===== config.mk =====
export PLATFORM = sky130hd
export DESIGN_NAME = fetch_unit
export DESIGN_NICKNAME = d
export VERILOG_FILES = /design/src/rtl/fetch_unit.sv
export SDC_FILE = /design/constraint.sdc
export NUM_CORES = 1
export LEC_CHECK = 0
export BUFFER_PORTS_ARGS = -buffer_cell sky130_fd_sc_hd__buf_2
export CAP_MARGIN = 40
export CORE_ASPECT_RATIO = 1.75
export CORE_MARGIN = 3
export CORE_UTILIZATION = 54
export DETAILED_ROUTE_END_ITERATION = 10
export PLACE_DENSITY = 0.75
export SETUP_SLACK_MARGIN = 0.2
export SLEW_MARGIN = 15
export SYNTH_ARGS = -nofsm -noshare
export SYNTH_HDL_FRONTEND = slang
export SYNTH_SLANG_ARGS = --single-unit

===== constraint.sdc =====
create_clock -name i_clk -period 2 [get_ports i_clk]
set_input_delay 0.2 -clock i_clk [delete_from_list [all_inputs] [get_ports i_clk]]
set_output_delay 0.2 -clock i_clk [all_outputs]
set_load 0.02 [all_outputs]

===== src/rtl/fetch_unit.sv =====
// Instruction fetch stage: PC, 1-cycle ROM interface, branch-target LUT redirect, start/done framing.
// Optional FETCH_PERF_EN adds saturating retired/bubble counters.
module fetch_unit #(
  parameter int                 PC_W      = 10,
  parameter int                 INSTR_W   = 9,
  parameter int                 LUT_IDX_W = 4,
  parameter logic [INSTR_W-1:0] HALT_WORD = 9'b111_11_0000
) (
  input  logic                 i_clk,
  input  logic                 i_rst_n,
  input  logic                 i_start,
  output logic [PC_W-1:0]      o_imem_addr,
  input  logic [INSTR_W-1:0]   i_imem_rdata,
  output logic [INSTR_W-1:0]   o_instr,
  output logic                 o_instr_valid,
  output logic [PC_W-1:0]      o_instr_pc,
  input  logic                 i_branch,
  input  logic [LUT_IDX_W-1:0] i_pc_immed,
  input  logic                 i_lut_we,
  input  logic [LUT_IDX_W-1:0] i_lut_waddr,
  input  logic [PC_W-1:0]      i_lut_wdata,
`ifdef FETCH_PERF_EN
  output logic [15:0]          o_retired_cnt,
  output logic [15:0]          o_bubble_cnt,
`endif
  output logic                 o_done
);

  localparam int              LUT_N  = 2 ** LUT_IDX_W;
  localparam logic [PC_W-1:0] PC_ONE = 1;

  typedef enum logic [2:0] {
    S_IDLE,
    S_PRIME,
    S_RUN,
    S_FLUSH,
    S_DONE
  } state_t;

  state_t            r_state;
  logic [PC_W-1:0]   r_fetch_pc;
  logic [PC_W-1:0]   r_instr_pc;
  logic              r_instr_valid;
  logic              r_done;
  logic [PC_W-1:0]   r_lut [LUT_N];

  logic              w_halt;
  logic [PC_W-1:0]   w_target;
  logic              w_start_acc;

  // Halt is recognised on opcode+funct only; the low nibble is don't-care.
  assign w_halt      = (i_imem_rdata[INSTR_W-1:INSTR_W-5] == HALT_WORD[INSTR_W-1:INSTR_W-5]);
  assign w_target    = r_lut[i_pc_immed];
  assign w_start_acc = i_start && ((r_state == S_IDLE) || (r_state == S_DONE));

  assign o_imem_addr   = r_fetch_pc;
  assign o_instr       = i_imem_rdata;
  assign o_instr_valid = r_instr_valid;
  assign o_instr_pc    = r_instr_pc;
  assign o_done        = r_done;

  // Combinational read sees the pre-edge entry, so a same-cycle write never affects the branch.
  always_ff @(posedge i_clk or negedge i_rst_n) begin
    if (!i_rst_n) begin
      for (int i = 0; i < LUT_N; i++) r_lut[i] <= '0;
    end else if (i_lut_we) begin
      r_lut[i_lut_waddr] <= i_lut_wdata;
    end
  end

  always_ff @(posedge i_clk or negedge i_rst_n) begin
    if (!i_rst_n) begin
      r_state       <= S_IDLE;
      r_fetch_pc    <= '0;
      r_instr_pc    <= '0;
      r_instr_valid <= 1'b0;
      r_done        <= 1'b0;
    end else begin
      case (r_state)
        S_IDLE: begin
          if (i_start) r_state <= S_PRIME;
        end
        S_PRIME: begin
          r_fetch_pc    <= r_fetch_pc + PC_ONE;
          r_instr_pc    <= r_fetch_pc;
          r_instr_valid <= 1'b1;
          r_state       <= S_RUN;
        end
        S_RUN: begin
          if (w_halt) begin
            r_instr_valid <= 1'b0;
            r_done        <= 1'b1;
            r_state       <= S_DONE;
          end else if (i_branch) begin
            r_fetch_pc    <= w_target;
            r_instr_valid <= 1'b0;
            r_state       <= S_FLUSH;
          end else begin
            r_fetch_pc <= r_fetch_pc + PC_ONE;
            r_instr_pc <= r_fetch_pc;
          end
        end
        // The ROM word arriving now belongs to the old path; the target word arrives next cycle.
        S_FLUSH: begin
          r_instr_pc    <= r_fetch_pc;
          r_fetch_pc    <= r_fetch_pc + PC_ONE;
          r_instr_valid <= 1'b1;
          r_state       <= S_RUN;
        end
        S_DONE: begin
          if (i_start) begin
            r_fetch_pc <= '0;
            r_done     <= 1'b0;
            r_state    <= S_PRIME;
          end
        end
        default: begin
          r_state       <= S_IDLE;
          r_instr_valid <= 1'b0;
          r_done        <= 1'b0;
        end
      endcase
    end
  end

`ifdef FETCH_PERF_EN
  logic [15:0] r_retired_cnt;
  logic [15:0] r_bubble_cnt;

  assign o_retired_cnt = r_retired_cnt;
  assign o_bubble_cnt  = r_bubble_cnt;

  // Every RUN cycle presents a live instruction, including the halt itself.
  always_ff @(posedge i_clk or negedge i_rst_n) begin
    if (!i_rst_n) begin
      r_retired_cnt <= '0;
      r_bubble_cnt  <= '0;
    end else if (w_start_acc) begin
      r_retired_cnt <= '0;
      r_bubble_cnt  <= '0;
    end else begin
      if ((r_state == S_RUN) && (r_retired_cnt != 16'hFFFF))
        r_retired_cnt <= r_retired_cnt + 16'd1;
      if ((r_state == S_FLUSH) && (r_bubble_cnt != 16'hFFFF))
        r_bubble_cnt <= r_bubble_cnt + 16'd1;
    end
  end
`else
  logic w_unused;
  assign w_unused = w_start_acc;
`endif

endmodule


==> results of run 1 <==
## stage by stage
stage / TNS (ns) / std cells
detailed placement: -1.065 / 830
finish: -0.04572 / 865
global placement: -0.8542 / 830
CTS: -0.02233 / 865
floorplan: 0 / 591
global route: -0.09101 / 865
## power by group through the flow
| stage | combinational (mW) | sequential [mW] | clock (mW) |
|---|---|---|---|
| floorplan | 1.82 | 5.44 | 0 |
| global placement | 2.71 | 5.34 | 0 |
| detailed placement | 2.82 | 5.42 | 0 |
| CTS | 2.89 | 5.36 | 3.25 |
| global route | 3.15 | 5.48 | 3.41 |
| finish | 2.91 | 5.39 | 3.19 |
## sequential cells by signal (all words and copies together), names as in the netlist
register and cells:
r_lut 160, r_state 3, o_instr_valid 1, o_instr_pc 10, o_done 1, o_imem_addr 10
## layer usage
metal	vias up	track usage	wire length (um)
li1	2355	-	-
met1	2906	0.2989	7960
met2	173	0.4238	11190
met3	45	0.04148	882
met4	0	0.1089	751
met5	-	0	0
## cell usage in the layout (no fill, tap or decap), drive strengths merged, types with 8 or more instances in the layout
| master | n |
|---|---|
| dfrtp | 185 |
| mux2 | 172 |
| buf | 96 |
| mux4 | 45 |
| nor2 | 22 |
| clkbuf | 19 |
| inv | 18 |
| nand2 | 16 |
| o21ai | 14 |
| nand3 | 10 |
| nand2b | 8 |
## cell families (layout without fill, tap and decap cells)
| logic type | Yosys count | in the layout | share of synthesized area |
|---|---|---|---|
| AND/OR/NAND/NOR | 78 | 78 | 0.04417 |
| AO/OA/AOI/OAI | 52 | 52 | 0.03971 |
| multiplexers | 221 | 221 | 0.3482 |
| flip-flops | 185 | 185 | 0.5324 |
| XOR/XNOR | 5 | 5 | 0.005037 |
| buffers and inverters | 49 | 137 | 0.02906 |
| adder cells (fa/ha/maj) | 1 | 1 | 0.001439 |
## cell type report
cell class / count / area (um^2) / share of cell area
Clock inverter: 14 / 125.1 / 0.01253
Tap cell: 186 / 232.7 / 0.02330
Multi-Input combinational cell: 357 / 3880 / 0.3884
Sequential cell: 185 / 4631 / 0.4636
Inverter: 7 / 26.28 / 0.002630
Clock buffer: 18 / 429.2 / 0.04296
Timing Repair Buffer: 98 / 665.6 / 0.06663
## critical path, cell delays in order (launching register included)
cell     delay, ns
dfrtp_1       0.39
mux4_2        0.47
mux4_2        0.51
or4_1         0.42
o211a_1       0.14
## worst paths after layout
check                               from              to  slack (ns)  depth (start not counted)
setup / recovery                r_lut[4]  o_imem_addr[4]       -0.05                          4
hold / removal                   i_start      r_state[0]        0.11                          3
setup reg to reg                r_lut[4]  o_imem_addr[4]       -0.05                          4
hold reg to reg            o_instr_pc[0]   o_instr_pc[0]        0.48                          2
max in group asynchronous        i_rst_n      r_lut[157]        1.02                          3
min in group asynchronous        i_rst_n      r_lut[155]        0.28                          2
## timing repair
action / 4_1_cts / 5_1_grt
setup buffers: 2 / 0
endpoints found under the hold margin: 45 / 0
gates resized for setup: 8 / 17
hold buffers: 1 / 0
setup endpoints to repair: 6 / 17
==> flow_metrics.py, run 1 <==
metrics = {
    "outcome": {
        "status": "finished with violations",
        "violations": "negative setup slack",
    },
    "route": {
        "vias": 5479,
        "routed_wl_um": 20780,
        "ant_nets": 0,
        "first_pass_iters": 4,
        "post-route-drc-count": 0,
        "vias_per_cell": 6.334,
        "wl_per_cell_um": 24.03,
        "drt-initial-drc-count": 301,
    },
    "placement": {
        "dp_slack_ns": -0.2018,
        "placed_area_um2": 9366,
        "place_hpwl_um": 14200,
        "portBuffers": 54,
        "place.gp.congestion": 0.9025,
    },
    "finish": {
        "drive_above_1_share": 0.5287,
        "fin_util": 0.6397,
        "fillCellCount": 1145,
        "antenna_cells": 0,
        "final_net_count": 699,
        "area_growth_syn_to_layout_pct": 14.88,
        "design_area_um2": 9990,
    },
    "cts": {
        "cts.sinks": 185,
        "clk_latency_ns": 0.42,
        "cts_root_buffer": "clkbuf_16",
        "tritoncts": "built",
        "worst_setup_hold_path_clk_slew_ns": 0.08,
        "cts_buffer_depth": 2,
        "cts_max_level": 4,
        "numCtsBuffers": 17,
    },
    "power": {
        "finalPower_mw": 11.48,
        "p_sw_frac": 0.3088,
        "p_leak_nw": 4.365,
        "pwr-share-seq": 0.469,
        "cellPowerDensity_nw_per_um2": 1150,
        "power_frac_comb": 0.253,
        "switching_power_mw": 3.546,
        "clockPowerShare": 0.278,
        "peakVddDrop_uv": 549.0,
        "p_int_mw": 7.937,
    },
    "synth": {
        "synth.avg_cell_area_um2": 14.71,
        "yosys_warnings": 0,
        "async_flop_share": 1.000,
        "ys_seq_elements": 185,
        "ys_top_cells_by_area": "dfrtp_1 (53%), mux2_2 (22%), mux4_2 (9.1%), mux4_1 (3.0%), clkbuf_1 (0.95%)",
        "synth_area_leader_cell": "dfrtp_1",
        "synthTopCellsByCount": "dfrtp_1 (185), mux2_2 (172), mux4_2 (35)",
        "syn_area_um2": 8696,
        "syn_nets": 624,
        "synth_top_flop_cell": "dfrtp_1",
        "synthMostInstantiatedCell": "dfrtp_1",
        "syn_inst": 591,
        "ys_seq_area_frac": 0.5324,
        "synth.distinct_cells": 50,
        "synth-edff-count": 0,
        "synth.top_cell.area_share": 0.5324,
    },
    "setup_path": {
        "startpoint_type": "flip-flop",
        "required_ns": 2.32,
        "crit_fanout": 2,
        "cp.arrival_ns": 2.36,
        "critPathKind": "flip-flop to flip-flop",
        "cp-end-kind": "flip-flop",
    },
    "sta": {
        "setup_ws_ns": -0.04572,
        "skew_ns": 0.01537,
        "fin_crit_sh": 1.023,
        "slew_headroom": 0.4881,
        "fin_crit_ns": 2.046,
        "fmax_mhz": 488.8,
        "fin_hold_ws_ns": 0.1071,
        "tightest_slew_ns": 0.7678,
        "setup_viol": 1,
        "finalMaxSlewViolations": 0,
        "hold_viol": 0,
        "rsz0062_at_grt": "true",
    },
    "die": {
        "start_util": 0.5569,
        "ios": 63,
        "dieArea_um2": 17720,
        "core_area_um2": 15620,
        "num_rows": 60,
        "dieWidth_um": 101.9,
        "fp.dieH_um": 173.9,
    },
    "global_route": {
        "grt_usage": 0.2460,
        "grt_pass1_vias": 5940,
        "overflow": 0,
        "grt_max_degree": 51,
        "antenna_found_initial": 0,
        "grt_pass1_wl_um": 32720,
    },
    "hold_path": {
        "hold_path_class": "input port to flip-flop",
    },
    "run": {
        "maxCapViolations": 0,
    },
}
Note: power is estimated with default switching activity, not from simulation.
==> inputs of run 2 (changes only) <==
==> constraint.sdc (replaced) <==
create_clock -name i_clk -period 2 [get_ports i_clk]
set_input_delay 0.3 -clock i_clk [delete_from_list [all_inputs] [get_ports i_clk]]
set_output_delay 0.3 -clock i_clk [all_outputs]
set_load 0.02 [all_outputs]
==> flow_metrics.py, run 2 (same netlist as run 1, synthesis figures left out) <==
metrics = {
    "global_route": {
        "grt_pass1_vias": 6013,
        "antenna_found_initial": 0,
        "overflow": 0,
        "grt_pass1_wl_um": 33270,
        "grt_usage": 0.2510,
        "grt_max_degree": 54,
    },
    "cts": {
        "cts_root_buffer": "clkbuf_16",
        "worst_setup_hold_path_clk_slew_ns": 0.07,
        "cts_buffer_depth": 2,
        "numCtsBuffers": 17,
        "cts_max_level": 4,
        "tritoncts": "built",
        "clk_latency_ns": 0.42,
        "cts.sinks": 185,
    },
    "finish": {
        "layout_commonest_cell": "dfrtp_1",
        "area_growth_syn_to_layout_pct": 17.73,
        "largest_register_ffs": 160,
        "antenna_cells": 0,
        "regMostFlops": "r_lut",
        "mostFrequentLayoutCells": "dfrtp_1 (184), mux2_2 (172), buf_2 (52)",
        "drive_above_1_share": 0.5377,
        "final_net_count": 710,
        "stdcell_count": 876,
        "design_area_um2": 10240,
    },
    "setup_path": {
        "critPathKind": "flip-flop to flip-flop",
        "required_ns": 2.31,
        "cp-end-kind": "flip-flop",
        "startpoint_type": "flip-flop",
        "cp.arrival_ns": 2.35,
        "crit_fanout": 2,
    },
    "route": {
        "drt-initial-drc-count": 402,
        "post-route-drc-count": 0,
        "routed_wl_um": 21800,
        "ant_nets": 0,
        "vias_per_cell": 6.460,
        "wl_per_cell_um": 24.88,
        "vias": 5659,
        "first_pass_iters": 5,
    },
    "placement": {
        "place.gp.congestion": 0.8990,
        "dp_slack_ns": -0.2846,
        "place_hpwl_um": 14550,
        "placed_area_um2": 9495,
        "dp_cells": 837,
        "portBuffers": 54,
    },
    "sta": {
        "skew_ns": 0.009908,
        "slew_headroom": 0.6356,
        "tightest_slew_ns": 0.5466,
        "fin_crit_sh": 1.019,
        "fin_crit_ns": 2.038,
        "fmax_mhz": 490.8,
        "fin_hold_ws_ns": 0.2348,
        "hold_viol": 0,
        "timing.setup.tns_ns": -0.03764,
        "finalMaxSlewViolations": 0,
        "setup_ws_ns": -0.03764,
        "setup_viol": 1,
        "rsz0062_at_grt": "true",
    },
    "die": {
        "fp.dieH_um": 173.9,
        "start_util": 0.5569,
        "core_area_um2": 15620,
        "dieArea_um2": 17720,
        "num_rows": 60,
        "ios": 63,
        "dieWidth_um": 101.9,
    },
    "outcome": {
        "violations": "negative setup slack",
        "status": "finished with violations",
    },
    "power": {
        "p_leak_nw": 4.466,
        "cellPowerDensity_nw_per_um2": 1141,
        "peakVddDrop_uv": 543.1,
    },
    "hold_path": {
        "hold_path_class": "input port to flip-flop",
    },
    "run": {
        "maxCapViolations": 0,
    },
}
[run 2: area by class of cell]
type | count | area, um^2
fillers | 1072 | 5378
flip-flops and latches | 185 | 4631
multi-input cells | 357 | 3899
repair buffers | 109 | 867.1
clock buffers | 20 | 436.7
well taps | 186 | 232.7
clock inverters | 12 | 145.1
inverters | 7 | 26.28
[run 2: path summary, 6_finish.rpt]
kind                                from             end  slack (ns)  cells after the start
setup / recovery                r_lut[4]  o_imem_addr[4]       -0.04                      4
hold / removal                   i_start      r_state[0]        0.23                      3
setup reg to reg                r_lut[4]  o_imem_addr[4]       -0.04                      4
hold reg to reg            o_instr_pc[0]   o_instr_pc[0]        0.48                      2
max in group asynchronous        i_rst_n       r_lut[92]        0.94                      3
min in group asynchronous        i_rst_n  o_imem_addr[8]        0.39                      2
[run 2: what timing repair did]
action                     CTS  global route
cloned                       0             2
setup endpoints to repair    6             8
buffers inserted             0             4
hold buffers                 1             0
gates resized for setup     15            17
hold endpoints to repair    50             0
pin swaps                    1             3
[run 2: report_power, final]
group          internal, mW  total (mW)  leakage (nW)  switching (mW)
registers              4.71        5.41          2.27           0.700
logic                  1.61        2.97          1.92            1.36
clock network          1.86        3.30         0.281            1.43
[run 2: worst max-delay path: stages, from the launching register on]
cell and delay [ns]:
dfrtp_1 0.38, mux4_2 0.48, mux4_2 0.52, or4_1 0.41, o211a_1 0.14
[run 2: routing by layer]
| metal | track usage | vias to the layer above | share of wire |
|---|---|---|---|
| li1 | - | 2376 | - |
| met1 | 0.2992 | 2961 | 0.37 |
| met2 | 0.4240 | 245 | 0.53 |
| met3 | 0.05034 | 77 | 0.053 |
| met4 | 0.1281 | 0 | 0.052 |
| met5 | 0 | - | 0 |
[run 2: metrics by stage]
step                  util  power (mW)
floorplan                -       7.239
global placement    0.6081       8.061
detailed placement  0.6081       8.261
CTS                 0.6492       11.64
global route        0.6556       12.22
finish              0.6556       11.68
